File: src/rtl/conv_window_gen.sv
// 5x5 sliding-window generator over a raster pixel stream, using four line buffers.
// Define CONV_WINDOW_FRAME_DONE_EN to add the frame_done pulse output.
module conv_window_gen #(
  parameter int IMG_W  = 28,
  parameter int IMG_H  = 28,
  parameter int DATA_W = 8
) (
  input  logic                     clk,
  input  logic                     rst,
  input  logic signed [DATA_W-1:0] pixel_in,
  input  logic                     valid_in,
  output logic signed [DATA_W-1:0] data_out_0,
  output logic signed [DATA_W-1:0] data_out_1,
  output logic signed [DATA_W-1:0] data_out_2,
  output logic signed [DATA_W-1:0] data_out_3,
  output logic signed [DATA_W-1:0] data_out_4,
  output logic signed [DATA_W-1:0] data_out_5,
  output logic signed [DATA_W-1:0] data_out_6,
  output logic signed [DATA_W-1:0] data_out_7,
  output logic signed [DATA_W-1:0] data_out_8,
  output logic signed [DATA_W-1:0] data_out_9,
  output logic signed [DATA_W-1:0] data_out_10,
  output logic signed [DATA_W-1:0] data_out_11,
  output logic signed [DATA_W-1:0] data_out_12,
  output logic signed [DATA_W-1:0] data_out_13,
  output logic signed [DATA_W-1:0] data_out_14,
  output logic signed [DATA_W-1:0] data_out_15,
  output logic signed [DATA_W-1:0] data_out_16,
  output logic signed [DATA_W-1:0] data_out_17,
  output logic signed [DATA_W-1:0] data_out_18,
  output logic signed [DATA_W-1:0] data_out_19,
  output logic signed [DATA_W-1:0] data_out_20,
  output logic signed [DATA_W-1:0] data_out_21,
  output logic signed [DATA_W-1:0] data_out_22,
  output logic signed [DATA_W-1:0] data_out_23,
  output logic signed [DATA_W-1:0] data_out_24,
`ifdef CONV_WINDOW_FRAME_DONE_EN
  output logic                     frame_done,
`endif
  output logic                     valid_out_buf
);

  localparam int CW = (IMG_W > 1) ? $clog2(IMG_W) : 1;
  localparam int RW = (IMG_H > 1) ? $clog2(IMG_H) : 1;
  localparam logic [CW-1:0] COL_LAST = CW'(IMG_W - 1);
  localparam logic [RW-1:0] ROW_LAST = RW'(IMG_H - 1);

  logic [CW-1:0] col_q, col_d;
  logic [RW-1:0] row_q, row_d;
  logic          vld_q, vld_d;
  logic signed [DATA_W-1:0] win_q  [25];
  logic signed [DATA_W-1:0] lb_q   [4][IMG_W];
  logic signed [DATA_W-1:0] col_in [5];

  always_comb begin
    col_d = col_q;
    row_d = row_q;
    vld_d = valid_in && (row_q >= RW'(4)) && (col_q >= CW'(4));
    if (valid_in) begin
      if (col_q == COL_LAST) begin
        col_d = '0;
        row_d = (row_q == ROW_LAST) ? '0 : row_q + 1'b1;
      end else begin
        col_d = col_q + 1'b1;
      end
    end
  end

  // Incoming column, oldest row (r-4) at index 0, current pixel at index 4.
  always_comb begin
    col_in[0] = lb_q[3][col_q];
    col_in[1] = lb_q[2][col_q];
    col_in[2] = lb_q[1][col_q];
    col_in[3] = lb_q[0][col_q];
    col_in[4] = pixel_in;
  end

  // Line buffers carry no reset so they can map onto plain RAM.
  always_ff @(posedge clk) begin
    if (valid_in) begin
      lb_q[0][col_q] <= pixel_in;
      lb_q[1][col_q] <= lb_q[0][col_q];
      lb_q[2][col_q] <= lb_q[1][col_q];
      lb_q[3][col_q] <= lb_q[2][col_q];
    end
  end

  always_ff @(posedge clk or posedge rst) begin
    if (rst) begin
      col_q <= '0;
      row_q <= '0;
      vld_q <= 1'b0;
      for (int k = 0; k < 25; k++) win_q[k] <= '0;
    end else begin
      col_q <= col_d;
      row_q <= row_d;
      vld_q <= vld_d;
      if (valid_in) begin
        for (int i = 0; i < 5; i++) begin
          for (int j = 0; j < 4; j++) win_q[5*i+j] <= win_q[5*i+j+1];
          win_q[5*i+4] <= col_in[i];
        end
      end
    end
  end

`ifdef CONV_WINDOW_FRAME_DONE_EN
  logic fd_q, fd_d;

  always_comb fd_d = valid_in && (row_q == ROW_LAST) && (col_q == COL_LAST);

  always_ff @(posedge clk or posedge rst) begin
    if (rst) fd_q <= 1'b0;
    else     fd_q <= fd_d;
  end

  assign frame_done = fd_q;
`endif

  assign valid_out_buf = vld_q;
  assign data_out_0  = win_q[0];
  assign data_out_1  = win_q[1];
  assign data_out_2  = win_q[2];
  assign data_out_3  = win_q[3];
  assign data_out_4  = win_q[4];
  assign data_out_5  = win_q[5];
  assign data_out_6  = win_q[6];
  assign data_out_7  = win_q[7];
  assign data_out_8  = win_q[8];
  assign data_out_9  = win_q[9];
  assign data_out_10 = win_q[10];
  assign data_out_11 = win_q[11];
  assign data_out_12 = win_q[12];
  assign data_out_13 = win_q[13];
  assign data_out_14 = win_q[14];
  assign data_out_15 = win_q[15];
  assign data_out_16 = win_q[16];
  assign data_out_17 = win_q[17];
  assign data_out_18 = win_q[18];
  assign data_out_19 = win_q[19];
  assign data_out_20 = win_q[20];
  assign data_out_21 = win_q[21];
  assign data_out_22 = win_q[22];
  assign data_out_23 = win_q[23];
  assign data_out_24 = win_q[24];

endmodule
File: config.mk
export PLATFORM = sky130hd
export DESIGN_NAME = conv_window_gen
export DESIGN_NICKNAME = d
export VERILOG_FILES = /design/src/rtl/conv_window_gen.sv
export SDC_FILE = /design/constraint.sdc
export NUM_CORES = 1
export LEC_CHECK = 0
export CAP_MARGIN = 20
export CORE_UTILIZATION = 55
export CTS_CLUSTER_SIZE = 28
export DETAILED_ROUTE_END_ITERATION = 8
export DONT_BUFFER_PORTS = 1
export PLACE_DENSITY = 0.7
export SETUP_SLACK_MARGIN = 0.1
export SYNTH_ARGS = -nofsm -noshare
export SYNTH_HDL_FRONTEND = slang
export SYNTH_SLANG_ARGS = --single-unit
File: constraint.sdc
create_clock -name clk -period 19.1 [get_ports clk]
set_input_delay 1.91 -clock clk [delete_from_list [all_inputs] [get_ports clk]]
set_output_delay 1.91 -clock clk [all_outputs]
set_load 0.05 [all_outputs]
=== Yosys cells after proc, flatten, opt, wreduce, memory -nomap -nowiden ===
Memories as Yosys holds them, arrays and structs flattened.
Cells that the tools add are included.

* Register bits after elaboration: 211
* Latch bits: 0
* RAM bits: 896
* ROM bits: 0
* Input port bits: 11
* Output and inout bits: 201
* Word-level logic and storage cells: 60
* Memories: 1

{| class="wikitable"
|+ Memory list
! memory !! depth !! width !! rd ports !! clocked after Yosys merged registers in !! write ports !! line !! text
|-
| lb_q || 4 || 224 || 4 || 0 || 4 || 52 || <nowiki>logic signed [DATA_W-1:0] lb_q [4][IMG_W];</nowiki>
|}

* Add/subtract/negate cells: 2
* $mul: 0
* Div/mod/pow operators: 0
* Order comparisons: 4
* Equality and inequality tests: 2
* Shift operators: 0
* Muxes and demuxes: 18
* Bitwise operators: 1
* Reduce and logical (&&, ||, !) cells: 4

{| class="wikitable"
|+ Operators with widths
! kind !! count
|-
| 2-to-1 mux 224 bit || 1
|-
| binary-select mux 8 bit (select 5 bit) || 4
|-
| 2-to-1 mux 8 bit || 9
|-
| demux 8 bit (select 5 bit) || 1
|-
| adder 5 x 1 -> 5 bit, second input constant || 2
|-
| == test 5 bit, second input constant || 2
|-
| greater-or-equal comparator 5 x 3 -> 1 bit, second input constant || 2
|-
| 2-to-1 mux 5 bit || 2
|-
| greater-or-equal comparator 6 bit, second input constant || 1
|-
| less-than comparator 6 x 1 -> 1 bit, second input constant || 1
|-
| inverter 5 -> 6 bit || 1
|-
| logical AND 1 bit || 3
|-
| AND reduction 2 bit || 1
|-
| 2-to-1 mux 1 bit || 1
|}

=== Logic depth before layout (Yosys ltp) ===
* Depth after elaboration: 6
* Gate-level depth with buffers: 8
* Gate-level depth less buffers: 5

=== Worst setup path before layout ===
OpenSTA, ideal clock, no wires.

* Path type: input -> register
* Start: input valid_in
* End: memory lb_q[0][104] in the netlist's numbering (enable)
* Library setup time: 421 ps
* Arrival: 4269 ps
* Data required time: 18679 ps
* Slack: 14409 ps
* Stages: 5
* Buffers on the path: 3
* Path through: clkbuf_1 > clkbuf_1 > clkbuf_1 > nand2_1 > nor2_1

{| class="wikitable"
|+ RTL lines
! what !! line !! text
|-
| from (decl) || 11 || <nowiki>input logic valid_in,</nowiki>
|-
| to (decl) || 52 ||
|}

==> results_dict.tcl <==
set metrics [dict create \
    postCtsSetupBuffers 0 \
    switching_share 0.373 \
    postRouteAntennaNets 0 \
    regMostFlops "lb_q" \
    cts_inserted_buffers 105 \
    ys_async_sr_fraction 0.191 \
    crit_slowest_cell "dfrtp_4" \
    path_clk_slew_ns 0.06 \
    portBuffers 0 \
    grt_pass1_wl_um 150000 \
    ys_seq_area_frac 0.763 \
    synthFlopType "edfxtp_1" \
    seqPwrFrac 0.521 \
    crit_arrival_ns 5.39 \
    grt-ovfl-total 0 \
    start_util 0.555 \
    drt-total-wl_um 106000 \
    numClockSinks 1107 \
    cts.repair.resized 0 \
    hold_class "reg2reg" \
    p_leak_nw 15.8 \
    num_rows 101 \
    cts_tree "done" \
    routedWlPerCell_um 32.2 \
    rsz0062_at_grt "no" \
    synth_top_area_frac 0.638 \
    vias_per_cell 6.52 \
    hold_viol 0 \
    num-nets-final 2191 \
    clk_latency_ns 0.67 \
    fin_crit_sh 0.279 \
    dr.pass1.iters 5 \
    cp_top_family "simple AND/OR/NAND/NOR gates" \
    drive_gt1_frac 0.249 \
    critPathMostFrequentCell "buf_4" \
    p_per_area_nw_per_um2 186 \
    detailed_place_hpwl_um 57500 \
    synthTopCellsByCount "edfxtp_1 (896), dfrtp_1 (211), mux2i_1 (194)" \
    die_w_um 279 \
    slew_headroom 0.222 \
    globalplace.congestion 0.825 \
    antenna_found_initial 4 \
    worstPathRequired_ns 19.16 \
    synth_nets 2140 \
    yosys.area.top_type "edfxtp_1" \
    drv_slew 0 \
    path_max_fanout 42 \
    worstMarginPinSlew_ns 1.16 \
    setup_viol 0 \
    grt_max_degree 244 \
    ctsHoldBuffers 0 \
    core_area_um2 75900 \
    die_h_um 279 \
    crit_path_end_kind "register" \
    drc 0 \
    die_area_um2 77800 \
    boundaryPins 212 \
    ir_worst_vdd_mv 0.124 \
    largest_reg_flops 896 \
    power.share.clock 0.231 \
    yosysWarningCount 0 \
    fin_util 0.618 \
    internal_power_mw 5.49 \
    switchingPower_mw 3.26 \
    syn-cell-area_um2 42200 \
    yosysUniqueCellTypes 55 \
    cap_violations 0 \
    grt_pass1_vias 21100 \
    drtIter0Drc 2495 \
    combPwrFrac 0.248 \
    cp_cell_sequence "buf_4, buf_4, nand4bb_1, o22ai_1, nor4_1, nand3_1" \
    netlist_instances 2123 \
    fmax_ghz 0.187 \
    grt_util_all_layers 0.273 \
    setup_tns_ns 0 \
    synth.top_cells.by_area "edfxtp_1 (64%), dfrtp_1 (13%), mux4_2 (6.8%)" \
    cts_root_buf "clkbuf_16" \
    stdcell_area_um2 47000 \
    crit_buf_inv 2 \
    yosysMostFrequentCell "edfxtp_1" \
    cp-start-kind "register" \
    synth_edf_count 896 \
    critPathMaxStageDelay_ns 0.94 \
    fin_crit_ns 5.33 \
    htreeDepth 3 \
    synth-seq-cells 1107 \
    critPathKind "reg2reg" \
    placed_cell_area_um2 43500 \
    status "finished, final reports clean" \
    clock_skew_ns 0.0421 \
    vias 21500 \
    syn_area_per_cell_um2 19.9 \
    area_delta_synth_final_pct 11.4 \
    cts_buffer_depth 3 \
]
==> power by group through the flow <==
| stage | Combinational [mW] | Clock, mW | Sequential, mW |
|---|---|---|---|
| 3_5_place_dp | 2.08 | 0 | 4.62 |
| 2_1_floorplan | 1.46 | 0 | 4.42 |
| 5_1_grt | 2.29 | 2.13 | 4.60 |
| 6_report | 2.17 | 2.02 | 4.56 |
| 3_3_place_gp | 1.99 | 0 | 4.60 |
| 4_1_cts | 2.10 | 2.04 | 4.57 |
==> routing by layer <==
metal  vias to the layer above  track usage  routed length [um]
li1                       8717            -                   -
met2                      1314        0.435               50800
met4                         0       0.0883                3240
met5                         -            0                   0
met3                       209       0.0683               12100
met1                     11200        0.372               39800
==> final timing paths <==
check	start	to	slack [ns]	cells past startpoint
min	row_q[4]	row_q[4]	0.56	1
min in group asynchronous	rst	data_out_22[7]	1.25	1
min reg2reg	row_q[4]	row_q[4]	0.56	1
max reg2reg	col_q[0]	lb_q[2][215]	13.77	6
max	col_q[0]	lb_q[2][215]	13.77	6
max in group asynchronous	rst	data_out_4[2]	15.80	3
==> cell usage in the layout, fill, tap and decap left out, types with 4 or more instances in the layout <==
master     count
mux2_2       174
clkinv_2      20
bufinv_16      5
a22oi_1       34
a211oi_1      11
and2_1         6
clkbuf_8      13
buf_4         53
mux2i_1      194
clkbuf_1      27
edfxtp_1     896
nand3_1       25
a22o_1        13
nand2_1       34
a211oi_2       8
o21ai_0       11
mux4_2       127
nor2b_1        5
nor2_1        46
dfrtp_1      209
a41oi_1        8
ha_1           6
nand4bb_1      5
nor2_4        27
a221oi_2       8
o22ai_1       76
nor4_1        14
a31oi_1       24
inv_1          6
buf_16         4
clkinv_1      16
clkbuf_16    110
==> worst register-to-register path, cell delays in order (launching register included) <==
cell,delay (ns)
dfrtp_4,0.94
buf_4,0.85
buf_4,0.80
nand4bb_1,0.54
o22ai_1,0.17
nor4_1,0.52
nand3_1,0.88
==> metrics by stage <==
step	hold slack [ns]	instances	total power, mW	setup WS [ns]
3_5_place_dp	0.550	3093	6.70	13.77
5_1_grt	0.587	3291	9.03	13.43
2_1_floorplan	0.499	2123	5.88	11.42
3_3_place_gp	0.527	3092	6.59	13.78
4_1_cts	0.555	3287	8.71	13.67
6_report	0.562	3292	8.75	13.77
==> cell type report <==
cell class                      instances  area [um^2]
Clock buffer                          151         3020
Multi-Input combinational cell        893         9540
Fill cell                            5114        29000
Tap cell                             1030         1290
Timing Repair Buffer                   59          553
Sequential cell                      1107        32200
Clock inverter                         43          338
Antenna cell                            1         2.50
Inverter                                8         38.8
==> logic make-up (layout without fill, tap and decap cells) <==
| family | Yosys count | count (layout) | share of synthesized area |
|---|---|---|---|
| flip-flops | 1107 | 1107 | 0.763 |
| multiplexers | 496 | 496 | 0.161 |
| AO/OA/AOI/OAI | 204 | 204 | 0.0358 |
| AND/OR/NAND/NOR | 185 | 185 | 0.0227 |
| buffers and inverters | 123 | 261 | 0.0153 |
| adder cells (fa/ha/maj) | 6 | 6 | 0.00178 |
| XOR/XNOR | 2 | 2 | 0.000416 |
| other | 0 | 1 | 0 |
Power figures use the tool's default switching activity.
